$ cat src/rtl/dmem_ctrl_pkg.sv
// Shared constants for the data-memory access controller: state encoding
// and the default request timeout.
package dmem_ctrl_pkg;

    // Width of the REQ/WAIT watchdog counter.
    localparam int unsigned TIMER_W         = 8;
    // Last timer value at which a pending request may still complete.
    localparam int unsigned TIMEOUT_DEFAULT = 255;

    // Controller states, 3-bit encoding.
    localparam logic [2:0] ST_IDLE = 3'd0;
    localparam logic [2:0] ST_REQ  = 3'd1;
    localparam logic [2:0] ST_WAIT = 3'd2;
    localparam logic [2:0] ST_DONE = 3'd3;
    localparam logic [2:0] ST_DUMP = 3'd4;
    localparam logic [2:0] ST_HALT = 3'd5;
    localparam logic [2:0] ST_ERR  = 3'd6;

endpackage

$ cat src/rtl/wait_timer.sv
// Clear/enable up-counter with a terminal-count compare. Used to bound how
// long the controller may sit in REQ/WAIT waiting for the memory.
module wait_timer
    import dmem_ctrl_pkg::*;
#(
    parameter int unsigned     W  = TIMER_W,
    parameter logic [W-1:0]    TC = W'(TIMEOUT_DEFAULT)
)(
    input  logic clk,
    input  logic rst_n,
    input  logic clr_i,
    input  logic en_i,
    output logic tc_o
);

    logic [W-1:0] cnt_q;
    logic [W-1:0] cnt_d;

    // Clear wins over enable so a fresh request always starts counting at 0.
    always_comb begin
        cnt_d = cnt_q;
        if (clr_i) begin
            cnt_d = '0;
        end else if (en_i) begin
            cnt_d = cnt_q + 1'b1;
        end
    end

    // Counter register.
    always_ff @(posedge clk or negedge rst_n) begin
        if (!rst_n) begin
            cnt_q <= '0;
        end else begin
            cnt_q <= cnt_d;
        end
    end

    assign tc_o = (cnt_q == TC);

endmodule

$ cat src/rtl/dmem_access_ctrl.sv
// Data-memory access controller: turns the memory-stage decode controls into
// a single request to a variable-latency memory, stalls the pipeline until it
// completes, returns load data, runs the halt/dump sequence and traps on
// unaligned accesses or memory timeouts.
//
// Memory handshake: the controller holds mem_en (with mem_addr/mem_wr/
// mem_wdata stable) while in REQ; the memory takes the request on a cycle
// where mem_en=1 and mem_stall=0. It then signals completion with a single
// mem_done pulse, either in that same accept cycle or any later cycle, with
// mem_rdata valid alongside mem_done for loads. mem_done is only observed
// while a request is outstanding (REQ/WAIT).
module dmem_access_ctrl
    import dmem_ctrl_pkg::*;
#(
    parameter int unsigned ADDR_W  = 16,
    parameter int unsigned DATA_W  = 16,
    parameter int unsigned TIMEOUT = TIMEOUT_DEFAULT
)(
    input  logic              clk,
    input  logic              rst_n,
    input  logic              dmem_en,
    input  logic              dmem_write,
    input  logic              dmem_dump,
    input  logic [ADDR_W-1:0] addr,
    input  logic [DATA_W-1:0] wdata,
    input  logic              mem_stall,
    input  logic              mem_done,
    input  logic [DATA_W-1:0] mem_rdata,
    output logic              mem_en,
    output logic              mem_wr,
    output logic [ADDR_W-1:0] mem_addr,
    output logic [DATA_W-1:0] mem_wdata,
    output logic              mem_dump,
    output logic              stall,
    output logic [DATA_W-1:0] rdata,
    output logic              rdata_valid,
    output logic              halted,
    output logic              err,
    output logic [2:0]        dbg_state
);

    logic [2:0]        state_q;
    logic [2:0]        state_d;
    logic [ADDR_W-1:0] mem_addr_q;
    logic [DATA_W-1:0] mem_wdata_q;
    logic              mem_wr_q;
    logic [DATA_W-1:0] rdata_q;
    logic              capture;
    logic              pending;
    logic              complete;
    logic              timer_clr;
    logic              timer_tc;

    // Next-state logic; new requests are sampled only in IDLE and DONE.
    always_comb begin
        state_d = state_q;
        capture = 1'b0;
        case (state_q)
            ST_IDLE, ST_DONE: begin
                if (dmem_dump) begin
                    state_d = ST_DUMP;
                end else if (dmem_en && addr[0]) begin
                    state_d = ST_ERR;
                end else if (dmem_en) begin
                    state_d = ST_REQ;
                    capture = 1'b1;
                end else begin
                    state_d = ST_IDLE;
                end
            end
            ST_REQ: begin
                if (!mem_stall && mem_done) begin
                    state_d = ST_DONE;
                end else if (timer_tc) begin
                    state_d = ST_ERR;
                end else if (!mem_stall) begin
                    state_d = ST_WAIT;
                end
            end
            ST_WAIT: begin
                if (mem_done) begin
                    state_d = ST_DONE;
                end else if (timer_tc) begin
                    state_d = ST_ERR;
                end
            end
            ST_DUMP: state_d = ST_HALT;
            ST_HALT: state_d = ST_HALT;
            ST_ERR:  state_d = ST_ERR;
            default: state_d = ST_ERR;
        endcase
    end

    assign pending   = (state_q == ST_REQ) || (state_q == ST_WAIT);
    assign complete  = pending && (state_d == ST_DONE);
    assign timer_clr = (state_d == ST_REQ) && (state_q != ST_REQ);

    wait_timer #(
        .W  (TIMER_W),
        .TC (TIMER_W'(TIMEOUT))
    ) u_wait_timer (
        .clk   (clk),
        .rst_n (rst_n),
        .clr_i (timer_clr),
        .en_i  (pending),
        .tc_o  (timer_tc)
    );

    // State register plus request capture and load-data latch.
    always_ff @(posedge clk or negedge rst_n) begin
        if (!rst_n) begin
            state_q     <= ST_IDLE;
            mem_addr_q  <= '0;
            mem_wdata_q <= '0;
            mem_wr_q    <= 1'b0;
            rdata_q     <= '0;
        end else begin
            state_q <= state_d;
            if (capture) begin
                mem_addr_q  <= addr;
                mem_wdata_q <= wdata;
                mem_wr_q    <= dmem_write;
            end
            if (complete && !mem_wr_q) begin
                rdata_q <= mem_rdata;
            end
        end
    end

    // Stall is combinational so the requesting instruction freezes in the
    // same cycle it is decoded.
    always_comb begin
        case (state_q)
            ST_IDLE, ST_DONE: stall = dmem_en | dmem_dump;
            default:          stall = 1'b1;
        endcase
    end

    assign mem_en      = (state_q == ST_REQ);
    assign mem_wr      = mem_wr_q;
    assign mem_addr    = mem_addr_q;
    assign mem_wdata   = mem_wdata_q;
    assign mem_dump    = (state_q == ST_DUMP);
    assign rdata       = rdata_q;
    assign rdata_valid = (state_q == ST_DONE) && !mem_wr_q;
    assign halted      = (state_q == ST_HALT);
    assign err         = (state_q == ST_ERR);
    assign dbg_state   = state_q;

endmodule
$ cat config.mk
export PLATFORM = sky130hd
export DESIGN_NAME = dmem_access_ctrl
export DESIGN_NICKNAME = d
export VERILOG_FILES = /design/src/rtl/dmem_ctrl_pkg.sv /design/src/rtl/wait_timer.sv /design/src/rtl/dmem_access_ctrl.sv
export SDC_FILE = /design/constraint.sdc
export NUM_CORES = 1
export LEC_CHECK = 0
export CORE_UTILIZATION = 38
export CTS_CLUSTER_SIZE = 10
export DETAILED_ROUTE_END_ITERATION = 6
export GPL_ROUTABILITY_DRIVEN = 0
export PLACE_DENSITY = 0.77
export SLEW_MARGIN = 0
export SYNTH_ARGS = -nofsm -noshare
export SYNTH_HDL_FRONTEND = slang
export SYNTH_HIERARCHICAL = 1
export SYNTH_SLANG_ARGS = --single-unit
$ cat constraint.sdc
create_clock -name clk -period 2.1 [get_ports clk]
set_input_delay 0.42 -clock clk [delete_from_list [all_inputs] [get_ports clk]]
set_output_delay 0.42 -clock clk [all_outputs]
set_load 0.01 [all_outputs]
# ---- Word level (Yosys, flattened, before mapping)
# Cells that the tools add are included.
dict set report word_totals {
  register_bits 60
  latch_bits 0
  ramBits 0
  rom_bits 0
  inputBits 55
  out_inout_bits 58
  word_cells 47
  n_memories 0
}
dict set report op_classes {
  add_sub_neg 1
  n_mul 0
  div 0
  order_cmp 0
  n_eq_ne 10
  n_shift 0
  mux 16
  bitwise_logic 1
  n_reduce_logical 13
}
# cell n
set op_table {}
lappend op_table {{3-bit two-way mux} 7}
lappend op_table {{8-bit two-way mux} 2}
lappend op_table {{3-bit case mux with 4 select lines} 1}
lappend op_table {{3-bit by 2-bit equality test with 1-bit output (second input constant)} 3}
lappend op_table {{3-bit equality test (second input constant)} 3}
lappend op_table {{8-bit by 1-bit adder with 8-bit output (second input constant)} 1}
lappend op_table {{8-bit equality test (second input constant)} 1}
lappend op_table {{3-bit by 1-bit equality test with 1-bit output (second input constant)} 2}
lappend op_table {{1-bit logical AND} 6}
lappend op_table {{1-bit two-way mux} 6}
lappend op_table {{2-bit OR reduction} 2}
lappend op_table {{3-bit zero test} 1}
lappend op_table {{3-bit by 1-bit != test with 1-bit output (second input constant)} 1}
lappend op_table {{1-bit zero test} 2}
lappend op_table {{2-bit nonzero test} 1}
lappend op_table {{1-bit logical OR} 1}
lappend op_table {{1-bit OR} 1}

# ---- Logic depth before layout (Yosys ltp)
# Gate-level depths: netlist (run 1).
dict set report depth {
  word_depth 7
  depth_mapped 8
  depth_no_buf 7
}

# ---- By module
# The synthesis (run 1) kept the hierarchy.
# mod n_inst cells_each area_per_inst_um2 seq_area_each_um2
set by_module_without_submodules {}
lappend by_module_without_submodules {dmem_access_ctrl 1 143 2160.8 1301.2}
lappend by_module_without_submodules {wait_timer 1 39 396.6 200.2}

# ---- Worst setup path after synthesis (run 1)
# Ideal clock, no wire load.
dict set report synth_timing {
  kind {register -> register}
  start {register u_wait_timer.cnt_q[0]}
  end {register rdata_q[10] (netlist: rdata[10])}
  setup_time_ps 125
  arrival_time_ps 2201
  t_required_ps 1975
  setup_slack_ps -225
  stages_incl_launch_ff 9
  path_buffers 1
  period_less_slack_ps 2325
  path_cell_list {dfrtp_1 ha_1 nand3_1 nor2_1 and4bb_2 nor4_2 a2111oi_4 buf_6 mux2_2}
}
dict set report synth_via {
  elab_chain_cells 7
  elab_cells_between_ends 9
  cone_classes {eq/ne: 2; mux: 5; reduce/logical: 2}
}
# element line
set synth_rtl {}
lappend synth_rtl {{start, declared} wait_timer.sv:16} ;# logic [W-1:0] cnt_q;
lappend synth_rtl {{start signal, assigned} wait_timer.sv:34} ;# cnt_q <= cnt_d;
lappend synth_rtl {{8-bit equality test *} wait_timer.sv:38} ;# assign tc_o = (cnt_q == TC);
lappend synth_rtl {{named net timer_tc} dmem_access_ctrl.sv:52} ;# logic timer_tc;
lappend synth_rtl {{3-bit two-way mux (on tied branches)} {dmem_access_ctrl.sv:83, dmem_access_ctrl.sv:74}}
lappend synth_rtl {{3-bit two-way mux (on tied branches)} {dmem_access_ctrl.sv:81, dmem_access_ctrl.sv:72}}
lappend synth_rtl {{3-bit case mux with 4 select lines *} dmem_access_ctrl.sv:58} ;# case (state_q)
lappend synth_rtl {{3-bit by 2-bit equality test with 1-bit output *} dmem_access_ctrl.sv:95} ;# assign complete = pending && (state_d == ST_DONE);
lappend synth_rtl {{1-bit logical AND *} dmem_access_ctrl.sv:95}
lappend synth_rtl {{1-bit logical AND *} dmem_access_ctrl.sv:124} ;# if (complete && !mem_wr_q) begin
lappend synth_rtl {{end signal, assigned} dmem_access_ctrl.sv:125} ;# rdata_q <= mem_rdata;
lappend synth_rtl {{end, declared} dmem_access_ctrl.sv:47} ;# logic [DATA_W-1:0] rdata_q;
# The timed path passes the listed nets; every way through them passes the cells marked *.
# A chain may end at the register's enable or synchronous reset.

# ---- Worst setup path in the final report (run 1)
dict set report layout_timing {
  start {register u_wait_timer.cnt_q[1]}
  end {register rdata_q[2] (netlist: rdata[2])}
}
# The elaborated chain is that of the path after synthesis.

==> metrics.yaml, run 1 <==
timing:
  fin_setup_tns_ns: -0.435
  fmax_mhz: 468
  drv_slew: 0
  rsz0062_at_grt: "true"
  fin_crit_sh: 1.02
  skew_ns: 0.0112
  setup_violations: 16
  finalHoldViolCount: 0
  worst_pin_slew_ns: 0.433
  maxSlewHeadroom: 0.711
  timing.final.ws_setup_ns: -0.0353
  min_period_ns: 2.14
global_route:
  grt_use_total: 0.179
  antenna_found_initial: 0
  grt_pass1_vias: 1991
  overflow: 0
  grt_max_degree: 61
  grt_pass1_wl_mm: 9.84
final_layout:
  num_antenna_cells: 0
  fin_util: 0.640
  syn_to_final_growth_pct: 60.7
  drive_above_1_share: 0.303
  layout.nets: 368
drt:
  drtPass1Iterations: 7
  via_count: 1894
  wl_per_cell_um: 14.7
  postRouteAntennaNets: 0
  wirelength_mm: 5.81
  vias_per_cell: 4.81
  route.detailed.drc: 6
  drt_iter0_drc: 80
status:
  outcome: "complete, but fails checks"
  violations: "DRC, setup timing"
logic_synthesis:
  synth.distinct_cells: 34
  yosysTopAreaCell: "dfrtp_1"
  yosysMostFrequentCell: "dfrtp_1"
  synthFlopType: "dfrtp_1"
  syn_area_per_cell_um2: 14.1
  syn_area_um2: 2560
  syn-num-nets: 238
  yosys-top-cells-area: "dfrtp_1, mux2_2, nor2_1, and4bb_2, a2111oi_4"
  ys_seq_area_frac: 0.587
  ys_ff_latch: 60
  synth-edff-count: 0
  synth_commonest_cells: "dfrtp_1, mux2_2, nor2_1"
  syn_inst: 182
  synth_top_area_frac: 0.587
  async_reset_ff_frac: 1.00
  ys_warn_count: 6
clock_network:
  cts_num_sinks: 60
  cts_tree: "done"
  cts_root_buf: "clkbuf_8"
  cts_hold_buf: 0
  numCtsBuffers: 9
  clk_pin_slew_ns: 0.07
  htree_levels: 3
  clockBufferDepth: 2
  clock_latency_ns: 0.33
placement:
  post-place-ws_ns: -0.306
  portBuffers: 112
  dp_hpwl_mm: 4.12
worst_setup_path:
  cp_num_buf_inv: 1
  critPathKind: "reg -> reg"
  worstSetupStartpointType: "flip-flop"
  critPathSlowestCell: "dfrtp_1"
  worstPathRequired_ns: 2.31
  crit_chain: "ha_2, nand3_2, nor2_2, and4bb_2, nor4_4, a2111oi_4, buf_12, mux2_2"
  cp-end-kind: "flip-flop"
  cp.arrival_ns: 2.35
  cp_slowest_stage_delay_ns: 0.38
  path_max_fanout: 16
  critPathTopFamily: "simple AND/OR/NAND/NOR gates"
die:
  die_w_um: 84.0
  start_util: 0.398
  coreArea_um2: 6420
  die_area_um2: 7060
  die_h_um: 84.0
  row_count: 29
  ioPinCount: 113
hold_path:
  min_path_type: "in -> async"
power_and_ir_drop:
  p_leak_nw: 1.88
  sw_frac_of_total: 0.207
  powerDensity_nw_per_um2: 590
  power.total_mw: 2.43
  clkPwrFrac: 0.447
  p_switching_mw: 0.503
  power.internal_mw: 1.92
  p_comb_frac: 0.074
  p_seq_frac: 0.479
  ir_worst_vdd_uv: 416
run:
  maxCapViolCount: 0
[cells in the final DEF, fill, tap and decap left out, types with 2 or more instances in the layout]
master           instances
clkbuf_8                12
dfrtp_1                 58
buf_4                   14
nor2b_1                  3
a21oi_1                  4
o21ai_0                  4
or3_1                    3
nand2b_1                 3
nand4_1                  2
dlygate4sd2_1            6
mux2_2                  48
buf_12                   2
and4bb_2                 3
inv_1                    3
nand3_1                  2
nand2_1                  5
nor3_1                   2
clkdlybuf4s50_1        104
nor2_2                   2
xor2_1                   3
dfrtp_2                  2
nor2_1                   9
[worst register-to-register path, delay by kind of cell (launching register included)]
family / cells / cell delay [ns]
DFF: 1 / 0.38
and+or+nand+nor: 4 / 0.52
AOI/OAI and AO/OA: 1 / 0.38
buffers and inverters: 1 / 0.20
muxes: 1 / 0.34
adders and majority gates: 1 / 0.20
[kinds of logic after synthesis]
| kind of cell | after synthesis | synth area share |
|---|---|---|
| adders and majority gates | 1 | 0.00489 |
| buffers and inverters | 12 | 0.0264 |
| and+or+nand+nor | 43 | 0.106 |
| AOI/OAI and AO/OA | 12 | 0.0357 |
| muxes | 49 | 0.215 |
| DFF | 60 | 0.587 |
| xor gates and xnor gates | 5 | 0.0245 |
[power by group through the flow]
stage                     registers (mW)  logic (mW)  clock network [mW]
after CTS                           1.16       0.179                1.11
after global routing                1.16       0.196                1.16
final                               1.16       0.179                1.08
after global placement              1.19       0.168                   0
after floorplan                     1.18      0.0342                   0
after detailed placement            1.19       0.170                   0
[final timing paths]
kind,startpoint,endpoint,slack (ns),depth (start not counted)
setup / recovery,u_wait_timer/cnt_q[1],rdata[2],-0.04,8
max in group asynchronous,rst_n,dbg_state[0],1.69,2
hold reg to reg,mem_addr[0],mem_addr[0],0.50,1
setup reg to reg,u_wait_timer/cnt_q[1],rdata[2],-0.04,8
hold / removal,rst_n,mem_wdata[13],0.08,2
min in group clk,dmem_dump,dbg_state[1],0.46,4
[layer usage]
layer	vias to the layer above	share of wire	global-route usage
li1	903	-	-
met1	934	0.43	0.226
met2	52	0.51	0.289
met3	5	0.053	0.0544
met4	0	0.012	0.0658
met5	-	0	0
[registers in the layout, indices dropped and copies added, names as in the netlist]
register / cells
mem_addr: 16
dbg_state: 3
mem_wdata: 16
rdata: 16
u_wait_timer/cnt_q: 8
mem_wr: 1
[metrics by stage]
stage | instance area (um^2) | hold WS, ns | std cells
CTS | 4100 | 0.110 | 393
global route | 4110 | 0.116 | 394
detailed placement | 3860 | 0.465 | 374
floorplan | 2580 | 0.124 | 182
global placement | 3860 | 0.456 | 374
finish | 4110 | 0.0846 | 394
[area by class of cell]
cell class / instances / area (um^2)
clock buffers: 13 / 169
clock inverters: 3 / 43.8
fillers: 484 / 2310
inverters: 3 / 11.3
multi-input cells: 110 / 1030
flip-flops and latches: 60 / 1500
well taps: 77 / 96.3
repair buffers: 128 / 1260
[repair_timing]
item                       CTS  global route
pin swaps                    1             2
setup buffers                3             1
gates resized for setup     10             2
setup endpoints to repair   22            17
hold endpoints to repair     0             0
(Power assumes the default switching activity.)
==> run 2, diff against run 1 <==
Settings changed: CORE_MARGIN set to 2.
==> run 2 against run 1 <==
  * The run ends with setup timing left
  * Power rose by 11%
  * Cell area rose by 1.9%
  * Die area rose by 4.8%
  * First-iteration DRC count fell by 39%
  * Worst hold slack improved by 0.0038 ns
  * Critical endpoint is now rdata[13]
  * Largest cell class unchanged
==> metrics.yaml, run 2 (synthesis gave the netlist of run 1 again) <==
final_layout:
  layout_commonest_cell: "clkdlybuf4s50_1"
  n_fill_cell: 503  # +3.9%
  multiInputGateArea_um2: 1040  # +0.61%
  syn_to_final_growth_pct: 63.7
  layout.nets: 370  # +0.54%
  fin_util: 0.652  # +0.0119
  fin_cells: 396  # +0.51%
  num_antenna_cells: 0  # unchanged
  final_cell_mix: "clkdlybuf4s50_1, dfrtp_1, mux2_2, buf_4, clkbuf_8"
  register_area_um2: 1510  # about the same
  drive_above_1_share: 0.317  # +0.0138
timing:
  fin_setup_tns_ns: -0.381  # +0.0535 ns
  finalHoldViolCount: 0  # unchanged
  drv_slew: 0  # unchanged
  maxSlewHeadroom: 0.696  # -0.0156
  min_period_ns: 2.13  # -0.00707 ns
  timing.final.ws_setup_ns: -0.0282  # +0.00707 ns
  setup_violations: 16  # unchanged
  skew_ns: 0.0102  # -0.00102 ns
  fin_crit_sh: 1.01  # -0.00337
  rsz0062_at_grt: "true"
  fmax_mhz: 470  # +0.33%
  worst_pin_slew_ns: 0.456  # +0.0234 ns
run:
  maxCapViolCount: 0  # unchanged
status:
  outcome: "complete, but fails checks"
  violations: "setup timing"
placement:
  dp_hpwl_mm: 4.34  # +5.4%
  placed_cells_incl_taps: 377  # +0.80%
  portBuffers: 112  # unchanged
  post-place-ws_ns: -0.263  # +0.0430 ns
worst_setup_path:
  cp-end-kind: "flip-flop"
  path_max_fanout: 16  # unchanged
  r2r_cells: 8  # unchanged
  critPathSlowestCell: "dfrtp_1"
  critPathKind: "reg -> reg"
  crit_chain: "ha_2, nand3_2, nor2_2, and4bb_2, nor4_4, a2111oi_4, buf_12, mux2_2"
  worstPathRequired_ns: 2.30  # about the same
  cp_slowest_stage_delay_ns: 0.39  # about the same
  worstSetupStartpointType: "flip-flop"
  cp.arrival_ns: 2.33  # -0.02 ns
drt:
  drt_iter0_drc: 49  # -39%
  wl_per_cell_um: 15.0  # +1.7%
  route.detailed.drc: 0  # -6
  vias_per_cell: 4.76  # -1.0%
  via_count: 1884  # -0.53%
  drtPass1Iterations: 5  # -2
  wirelength_mm: 5.93  # +2.2%
  postRouteAntennaNets: 0  # unchanged
global_route:
  use_met2: 0.272  # -0.0171
  grt_use_total: 0.166  # -0.0125
  antenna_found_initial: 0  # unchanged
  grt_pass1_wl_mm: 9.67  # -1.8%
  use_met3: 0.0404  # -0.0140
  grt_pass1_vias: 2026  # +1.8%
  grt-busiest-layer: "met2"
  grt_max_degree: 61  # unchanged
  overflow: 0  # unchanged
  met1_usage: 0.218  # -0.00795
die:
  ioPinCount: 113  # unchanged
  row_count: 29  # unchanged
  die_area_um2: 7400  # +4.8%
  die_h_um: 86.0  # +2.4%
  coreArea_um2: 6420  # unchanged
  die_w_um: 86.0  # +2.4%
  start_util: 0.398  # unchanged
clock_network:
  cts_root_buf: "clkbuf_8"
  numCtsBuffers: 9  # unchanged
  htree_levels: 3  # unchanged
  clock_latency_ns: 0.32  # about the same
  clockBufferDepth: 2  # unchanged
  cts_num_sinks: 60  # unchanged
  clk_pin_slew_ns: 0.07  # about the same
  cts_tree: "done"
power_and_ir_drop:
  p_switching_mw: 0.493  # -2.0%
  clkPwrFrac: 0.500  # +0.053
  ir_worst_vdd_uv: 400  # -3.8%
  p_leak_nw: 1.93  # +2.4%
  p_seq_frac: 0.432  # -0.047
  sw_frac_of_total: 0.183  # -0.0243
  power.internal_mw: 2.20  # +14%
  power.total_mw: 2.69  # +11%
  powerDensity_nw_per_um2: 643  # +8.9%
  p_comb_frac: 0.068  # -0.006
hold_path:
  min_path_type: "in -> async"
-- run 2: final timing paths --
| kind | start | endpoint | slack, ns |
|---|---|---|---|
| worst max-delay path | u_wait_timer/cnt_q[1] | rdata[13] | -0.03 |
| worst min-delay path | rst_n | mem_wdata[5] | 0.09 |
| worst max register to register | u_wait_timer/cnt_q[1] | rdata[13] | -0.03 |
| worst min register to register | mem_addr[0] | mem_addr[0] | 0.49 |
| max in group asynchronous | rst_n | dbg_state[0] | 1.73 |
| min in group clk | mem_addr[0] | mem_addr[0] | 0.49 |
-- run 2: repair_timing --
action	in CTS	in global routing
hold buffers	0	0
pin swaps	1	2
buffers inserted	2	1
setup endpoints to repair	22	18
gates resized for setup	10	4
-- run 2: final cells by class --
type	instances	share of cell area
Tap cell	77	0.0230
Inverter	3	0.00269
Multi-Input combinational cell	110	0.247
Clock buffer	13	0.0427
Clock inverter	3	0.0215
Sequential cell	60	0.360
Timing Repair Buffer	130	0.303
-- run 2: critical path: cells and delay by family, from the launching register on --
family | cells | cell delay, ns
buffers and inverters | 1 | 0.20
adders and majority gates | 1 | 0.20
and+or+nand+nor | 4 | 0.51
muxes | 1 | 0.34
DFF | 1 | 0.39
AOI/OAI and AO/OA | 1 | 0.35
-- run 2: layer usage --
layer / vias up / part of all wire
met1: 926 / 0.43
met3: 2 / 0.046
li1: 906 / -
met4: 0 / 0.0062
met2: 50 / 0.52
met5: - / 0
-- run 2: power groups by stage --
stage               registers, mW  clock network, mW  logic (mW)
global route                 1.16               1.44       0.199
finish                       1.16               1.35       0.182
global placement             1.18                  0       0.175
floorplan                    1.18                  0      0.0342
CTS                          1.16               1.38       0.184
detailed placement           1.19                  0       0.177
-- run 2: stage by stage --
step	cell area, um^2	hold slack (ns)
floorplan	2580	0.124
global placement	3880	0.453
detailed placement	3880	0.453
CTS	4180	0.0978
global route	4190	0.0919
finish	4190	0.0884
==> run 3, diff against run 2 <==
Settings changed: CORE_UTILIZATION 38 to 39, CTS_BUF_LIST set to sky130_fd_sc_hd__clkbuf_4 sky130_fd_sc_hd__clkbuf_8, PLACE_DENSITY 0.77 to 0.78, SETUP_SLACK_MARGIN set to 0.1.
==> run 3 against run 2 <==
  * The flow still finishes with violations (setup timing)
  * Power is 9.6% lower
  * Final cell count did not move
  * Register-to-register slack worse by 0.02 ns
  * Clock skew decreased by 0.0029 ns
  * Largest cell class unchanged
  * Largest power group is now sequential cells
==> metrics.yaml, run 3 (synthesis gave the netlist of run 1 again) <==
status:
  outcome: "complete, but fails checks"
  violations: "setup timing"
worst_setup_path:
  r2r_start: "u_wait_timer/cnt_q[1]"
  cp-startpoint: "u_wait_timer/cnt_q[1]"
  cp-end-kind: "flip-flop"
  cp.arrival_ns: 2.36  # +0.03 ns
  worstPathRequired_ns: 2.31  # about the same
  crit_chain: "ha_2, nand3_2, nor2_2, and4bb_2, nor4_4, a2111oi_4, buf_12, mux2_2"
  worstSetupStartpointType: "flip-flop"
  path_max_fanout: 16  # unchanged
  cp_slowest_stage_delay_ns: 0.39  # about the same
  critPathKind: "reg -> reg"
  critPathSlowestCell: "dfrtp_1"
timing:
  maxSlewHeadroom: 0.633  # -0.0629
  rsz0062_at_grt: "true"
  fin_crit_sh: 1.02  # +0.00854
  min_period_ns: 2.15  # +0.0179 ns
  fmax_mhz: 466  # -0.84%
  skew_ns: 0.00724  # -0.00291 ns
  timing.final.ws_setup_ns: -0.0462  # -0.0179 ns
  fin_setup_tns_ns: -0.610  # -0.229 ns
  drv_slew: 0  # unchanged
  setup_violations: 16  # unchanged
  worst_pin_slew_ns: 0.551  # +0.0943 ns
  finalHoldViolCount: 0  # unchanged
power_and_ir_drop:
  power.total_mw: 2.44  # -9.6%
  sw_frac_of_total: 0.199  # +0.0156
  power.internal_mw: 1.95  # -11%
  ir_worst_vdd_uv: 481  # +20%
  p_comb_frac: 0.080  # +0.012
  p_leak_nw: 1.89  # -1.7%
  powerDensity_nw_per_um2: 587  # -8.8%
  p_switching_mw: 0.484  # -1.9%
  p_seq_frac: 0.477  # +0.045
  clkPwrFrac: 0.443  # -0.057
global_route:
  antenna_found_initial: 0  # unchanged
  grt_max_degree: 40  # -34%
  grt_pass1_wl_mm: 10.3  # +6.4%
  grt_use_total: 0.183  # +0.0163
  grt_pass1_vias: 2104  # +3.8%
  overflow: 0  # unchanged
final_layout:
  postLayoutCellArea_um2: 4150  # -0.87%
  final_cell_mix: "clkdlybuf4s50_1, dfrtp_1, mux2_2, buf_4, clkbuf_8"
  n_fill_cell: 492  # -2.2%
  drive_above_1_share: 0.320  # +0.00313
  layout_commonest_cell: "clkdlybuf4s50_1"
  syn_to_final_growth_pct: 62.3
  layout.nets: 372  # +0.54%
  num_antenna_cells: 0  # unchanged
  fin_cells: 396  # unchanged
drt:
  vias_per_cell: 4.92  # +3.3%
  route.detailed.drc: 0  # unchanged
  postRouteAntennaNets: 0  # unchanged
  drtPass1Iterations: 4  # -1
  wirelength_mm: 6.15  # +3.7%
  via_count: 1947  # +3.3%
  wl_per_cell_um: 15.5  # +3.7%
  drt_iter0_drc: 83  # +69%
die:
  die_h_um: 85.0  # -1.2%
  ioPinCount: 113  # unchanged
  die_w_um: 85.0  # -1.2%
  coreArea_um2: 6350  # -1.1%
  start_util: 0.403  # +0.00455
  row_count: 29  # unchanged
  die_area_um2: 7220  # -2.4%
clock_network:
  clk_pin_slew_ns: 0.06  # about the same
  cts_tree: "done"
  clockBufferDepth: 2  # unchanged
  htree_levels: 3  # unchanged
  cts_root_buf: "clkbuf_8"
  clock_latency_ns: 0.33  # about the same
  cts_num_sinks: 60  # unchanged
  numCtsBuffers: 9  # unchanged
placement:
  place_area_um2: 3860  # -0.58%
  portBuffers: 112  # unchanged
  dp_hpwl_mm: 4.33  # -0.40%
  placed_cells_incl_taps: 374  # -0.80%
hold_path:
  min_path_type: "in -> async"
run:
  maxCapViolCount: 0  # unchanged
## run 3: final timing paths
kind                                end  slack [ns]  depth (start not counted)
setup / recovery               rdata[4]       -0.05                          8
hold / removal             mem_wdata[7]        0.07                          1
setup reg to reg               rdata[4]       -0.05                          8
hold reg to reg             mem_addr[0]        0.50                          1
max in group asynchronous  dbg_state[2]        1.42                          2
min in group clk            mem_addr[0]        0.50                          1
## run 3: worst max-delay path, delay by kind of cell (launching register included)
family                     cells  cell delay (ns)
and+or+nand+nor                4             0.52
adders and majority gates      1             0.20
AOI/OAI and AO/OA              1             0.38
DFF                            1             0.39
muxes                          1             0.34
buffers and inverters          1             0.21
## run 3: final cells by class
type / instances / area, um^2 / share of cell area
well taps: 77 / 96.3 / 0.0232
multi-input cells: 110 / 1040 / 0.251
repair buffers: 132 / 1290 / 0.311
clock buffers: 13 / 179 / 0.0431
clock inverters: 1 / 30.0 / 0.00724
flip-flops and latches: 60 / 1510 / 0.363
inverters: 3 / 11.3 / 0.00271
## run 3: per-stage QoR
stage / worst slack [ns] / hold slack, ns / utilization
floorplan: -0.117 / 0.124 / -
global placement: -0.280 / 0.433 / 0.607
detailed placement: -0.319 / 0.434 / 0.607
CTS: -0.0681 / 0.0637 / 0.651
global route: -0.146 / 0.0976 / 0.654
finish: -0.0462 / 0.0686 / 0.654
## run 3: what timing repair did
action | 4_1_cts | 5_1_grt
setup buffers | 6 | 2
setup endpoints to repair | 23 | 22
hold buffers | 0 | 0
gates resized for setup | 16 | 3
pin swaps | 1 | 0
## run 3: power by group through the flow
stage	combinational, mW	clock, mW	sequential (mW)
2_1_floorplan	0.0342	0	1.18
3_3_place_gp	0.168	0	1.19
6_report	0.196	1.08	1.16
5_1_grt	0.211	1.16	1.16
3_5_place_dp	0.170	0	1.19
4_1_cts	0.192	1.12	1.16
## run 3: per-layer routing
layer	vias up	GRT usage	part of all wire
met3	14	0.0603	0.069
met1	960	0.217	0.40
met5	-	0	0
met4	0	0.0924	0.030
met2	66	0.296	0.50
li1	907	-	-
